$ cat src/rtl/regfile_arbiter.sv
// Three-requester round-robin arbiter (r0 write, r1 write, rd read) in front of a single-port register file.
// Optional macro REGFILE_WPROT_EN blocks r1 writes to addresses 0-15 and flags them on r1_err.
module regfile_arbiter #(
  parameter int ADDR_W = 5,
  parameter int DATA_W = 8
) (
  input  logic              clk,
  input  logic              reset,
  input  logic              r0_req,
  input  logic [ADDR_W-1:0] r0_addr,
  input  logic [DATA_W-1:0] r0_wdata,
  output logic              r0_gnt,
  input  logic              r1_req,
  input  logic [ADDR_W-1:0] r1_addr,
  input  logic [DATA_W-1:0] r1_wdata,
  output logic              r1_gnt,
  output logic              r1_err,
  input  logic              rd_req,
  input  logic [ADDR_W-1:0] rd_addr,
  output logic              rd_gnt,
  output logic [DATA_W-1:0] rd_data,
  output logic              rd_valid,
  output logic [ADDR_W-1:0] mem_addr,
  output logic [DATA_W-1:0] mem_din,
  output logic              mem_we,
  input  logic [DATA_W-1:0] mem_dout
);

  // IDLE: arbitrate | WR: one write cycle | RD: present read address | RDW: capture mem_dout
  typedef enum logic [1:0] {IDLE, WR, RD, RDW} state_t;

  state_t            r_state;
  logic [1:0]        r_last;
  logic [ADDR_W-1:0] r_mem_addr;
  logic [DATA_W-1:0] r_mem_din;
  logic [DATA_W-1:0] r_rd_data;
  logic              r_mem_we;
  logic              r_r0_gnt;
  logic              r_r1_gnt;
  logic              r_rd_gnt;
  logic              r_rd_valid;
  logic              r_r1_err;

  logic              w_any;
  logic              w_prot;
  logic [1:0]        w_win;

  assign w_any = r0_req | r1_req | rd_req;

  // Search order starts one past the last granted requester (0=r0, 1=r1, 2=rd).
  always_comb begin
    w_win = 2'd0;
    case (r_last)
      2'd0: begin
        if (r1_req)      w_win = 2'd1;
        else if (rd_req) w_win = 2'd2;
        else             w_win = 2'd0;
      end
      2'd1: begin
        if (rd_req)      w_win = 2'd2;
        else if (r0_req) w_win = 2'd0;
        else             w_win = 2'd1;
      end
      default: begin
        if (r0_req)      w_win = 2'd0;
        else if (r1_req) w_win = 2'd1;
        else             w_win = 2'd2;
      end
    endcase
  end

`ifdef REGFILE_WPROT_EN
  assign w_prot = (32'(r1_addr) < 32'd16);
`else
  assign w_prot = 1'b0;
`endif

  always_ff @(posedge clk or negedge reset) begin
    if (!reset) begin
      r_state    <= IDLE;
      r_last     <= 2'd2;
      r_mem_addr <= '0;
      r_mem_din  <= '0;
      r_rd_data  <= '0;
      r_mem_we   <= 1'b0;
      r_r0_gnt   <= 1'b0;
      r_r1_gnt   <= 1'b0;
      r_rd_gnt   <= 1'b0;
      r_rd_valid <= 1'b0;
      r_r1_err   <= 1'b0;
    end else begin
      case (r_state)
        IDLE: begin
          r_rd_valid <= 1'b0;
          if (w_any) begin
            r_last <= w_win;
            case (w_win)
              2'd0: begin
                r_mem_addr <= r0_addr;
                r_mem_din  <= r0_wdata;
                r_mem_we   <= 1'b1;
                r_r0_gnt   <= 1'b1;
                r_state    <= WR;
              end
              2'd1: begin
                r_mem_addr <= r1_addr;
                r_mem_din  <= r1_wdata;
                r_mem_we   <= ~w_prot;
                r_r1_err   <= w_prot;
                r_r1_gnt   <= 1'b1;
                r_state    <= WR;
              end
              default: begin
                r_mem_addr <= rd_addr;
                r_mem_we   <= 1'b0;
                r_state    <= RD;
              end
            endcase
          end
        end
        WR: begin
          r_mem_we <= 1'b0;
          r_r0_gnt <= 1'b0;
          r_r1_gnt <= 1'b0;
          r_r1_err <= 1'b0;
          r_state  <= IDLE;
        end
        RD: begin
          r_rd_gnt <= 1'b1;
          r_state  <= RDW;
        end
        RDW: begin
          r_rd_gnt   <= 1'b0;
          r_rd_data  <= mem_dout;
          r_rd_valid <= 1'b1;
          r_state    <= IDLE;
        end
        default: r_state <= IDLE;
      endcase
    end
  end

  assign r0_gnt   = r_r0_gnt;
  assign r1_gnt   = r_r1_gnt;
  assign r1_err   = r_r1_err;
  assign rd_gnt   = r_rd_gnt;
  assign rd_data  = r_rd_data;
  assign rd_valid = r_rd_valid;
  assign mem_addr = r_mem_addr;
  assign mem_din  = r_mem_din;
  assign mem_we   = r_mem_we;

endmodule

$ cat config.mk
export PLATFORM = sky130hd
export DESIGN_NAME = regfile_arbiter
export DESIGN_NICKNAME = d
export VERILOG_FILES = /design/src/rtl/regfile_arbiter.sv
export SDC_FILE = /design/constraint.sdc
export NUM_CORES = 1
export LEC_CHECK = 0
export CORE_ASPECT_RATIO = 1.5
export CORE_MARGIN = 5
export CORE_UTILIZATION = 42
export CTS_BUF_LIST = sky130_fd_sc_hd__clkbuf_8
export CTS_CLUSTER_DIAMETER = 200
export CTS_CLUSTER_SIZE = 8
export DETAILED_ROUTE_END_ITERATION = 8
export PLACE_DENSITY = 0.82
export SLEW_MARGIN = 20
export SYNTH_ARGS = -nofsm -noshare
export SYNTH_HDL_FRONTEND = slang
export SYNTH_SLANG_ARGS = --single-unit
$ cat constraint.sdc
create_clock -name clk -period 2.3 [get_ports clk]
set_input_delay 0.46 -clock clk [delete_from_list [all_inputs] [get_ports clk]]
set_output_delay 0.46 -clock clk [all_outputs]
set_load 0.02 [all_outputs]
==> metrics.yaml <==
fmax_mhz: 518.3
overflow: 0
power_mw: 3.191
clk_pin_slew_ns: 0.07
skew_ns: 0.009869
grt_max_degree: 31
antenna_found_initial: 0
rsz0062_at_grt: "no"
cts_tree: "yes"
clock-sinks: 30
routed_wl_um: 4487
seqCellArea_sq_um: 752.0
critPathArrivalTime_ns: 2.11
tightestPinTransition_ns: 0.7157
place_congestion: 0.8722
critPathRequiredTime_ns: 2.48
num_rows: 26
grt_busiest_layer: "met2"
max-cap-violations: 0
post-cts-setup-buffers: 0
yosys_warnings: 0
dr.pass1.iters: 4
port_buffers: 69
place_ws_ns: 0.08857
grt_first_pass_wirelength_um: 7562
multi_input_area_sq_um: 708.2
synth.avg_cell_area_sq_um: 10.88
wl_per_cell_um: 17.32
dpl.cell_count: 251
diodes: 0
critPathCaptureType: "flip-flop"
vias: 1405
peakVddDrop_mv: 0.9621
die_area_sq_um: 4927
cts_buffers: 5
critPathMaxFanout: 7
final_core_util_pct: 68.51
min_period_ns: 1.929
syn_area_sq_um: 1513
setup-violations-final: 0
cts_hold_buf: 0
hold_class: "flip-flop to flip-flop"
ys_seq_elements: 30
fin_area_sq_um: 2362
synth_edf_count: 0
synth_seq_area_share_pct: 49.71
drcViolationCount: 0
p_leak_nw: 0.9831
grt_use_total_pct: 19.79
pin_count: 71
worst_slack_ns: 0.3706
core_area_sq_um: 3448
clockBufferDepth: 2
vias_per_cell: 5.425
worst_hold_slack_ns: 0.4973
synth-main-ff-cell: "dfrtp_1"
tns_ns: 0
start_kind: "primary input"
nNetsFinal: 264
mostFrequentLayoutCell: "clkdlybuf4s50_1"
drive_gt1_share_pct: 15.67
placed_area_sq_um: 2271
area_growth_pct: 56.16
slew_viol_final: 0
critical_path_class: "primary input to flip-flop"
max-slew-margin-rel_pct: 51.85
drt_iter0_markers: 105
dieHeight_um: 83.50
final_cell_count_no_fill: 259
final_cell_mix: "clkdlybuf4s50_1, dfrtp_1, a21oi_1, nor2_1, mux2_2"
syn_nets: 187
async_flop_share_pct: 100.0
run_status: "finished, final reports clean"
use_met1_pct: 20.69
fin_crit_sh_pct: 83.89
clk_latency_ns: 0.29
antenna_left: 0
nFillCells: 292
ctsResizeCount: 0
met3_usage_pct: 7.895
die_w_um: 59
p_per_area_nw_per_um2: 1351
first_global_vias: 1592
ctsHtreeMaxLevel: 2
synth_cells: 139
cts_root_buf: "clkbuf_8"
start_util_pct: 43.87
ys_types: 36
hpwl_um: 3524
hold_violations: 0
use_met2_pct: 35.21
[path summary, 6_finish.rpt]
path                            start         end  slack (ns)  cells after the start
max in group asynchronous       reset   r_last[1]        1.43                      2
hold reg to reg                rd_gnt      rd_gnt        0.50                      2
setup reg to reg           r_state[1]  mem_din[6]        0.45                      5
hold / removal                 rd_gnt      rd_gnt        0.50                      2
setup / recovery               r0_req  mem_din[6]        0.37                      5
min in group asynchronous       reset  mem_din[3]        0.56                      2
[kinds of logic (layout without fill, tap and decap cells)]
kind of cell | Yosys count | after routing | share of synthesized area, %
AO/OA/AOI/OAI | 42 | 42 | 18.36
adder cells (fa/ha/maj) | 4 | 4 | 3.309
buffers and inverters | 10 | 88 | 3.473
flip-flops | 30 | 30 | 49.71
multiplexers | 14 | 14 | 10.01
other | 1 | 1 | 0.2479
AND/OR/NAND/NOR | 38 | 38 | 14.89
[registers in the layout, indices dropped and copies added (netlist names), 2 cells and up]
signal    flops
rd_data       8
mem_din       8
r_state       2
mem_addr      5
r_last        2
[routing by layer]
metal	wire, um	share of wire [%]
met3	359	8.0
met5	0	0
met2	2521	56
met4	65	1.4
met1	1540	34
[layout make-up]
cell class / count / area share (%)
sequential: 30 / 31.83
timing repair buffer: 76 / 31.46
multi-input combinational: 99 / 29.98
clock buffer: 6 / 3.496
tap: 42 / 2.225
inverter: 4 / 0.6356
clock inverter: 2 / 0.3708
[critical path, stage by stage]
cell and delay [ns]:
clkdlybuf4s50_1 0.43, or4b_4 0.54, and3_4 0.21, or3_1 0.33, o221a_2 0.13
[synthesized netlist by cell type, types with 3 or more instances]
master,n,area (sq um)
dfrtp_1,29,725.7
or3_1,4,25.02
ha_1,4,50.05
nand2b_1,3,18.77
inv_1,4,15.01
o221a_2,4,45.04
clkbuf_1,3,11.26
mux2i_1,5,50.05
a222oi_1,5,50.05
and2_1,6,37.54
a21oi_1,24,120.1
mux2_2,9,101.4
nor2_1,9,33.78
nand2_1,3,11.26
o21ai_0,3,15.01
[power breakdown]
part | internal [mW] | total, mW | switching [mW] | leakage, nW
Sequential | 0.807 | 0.992 | 0.185 | 0.347
Clock | 0.236 | 0.437 | 0.200 | 0.0524
Combinational | 0.877 | 1.76 | 0.885 | 0.584
Total | 1.92 | 3.19 | 1.27 | 0.983
No activity file was read; power rests on OpenSTA's default activity.
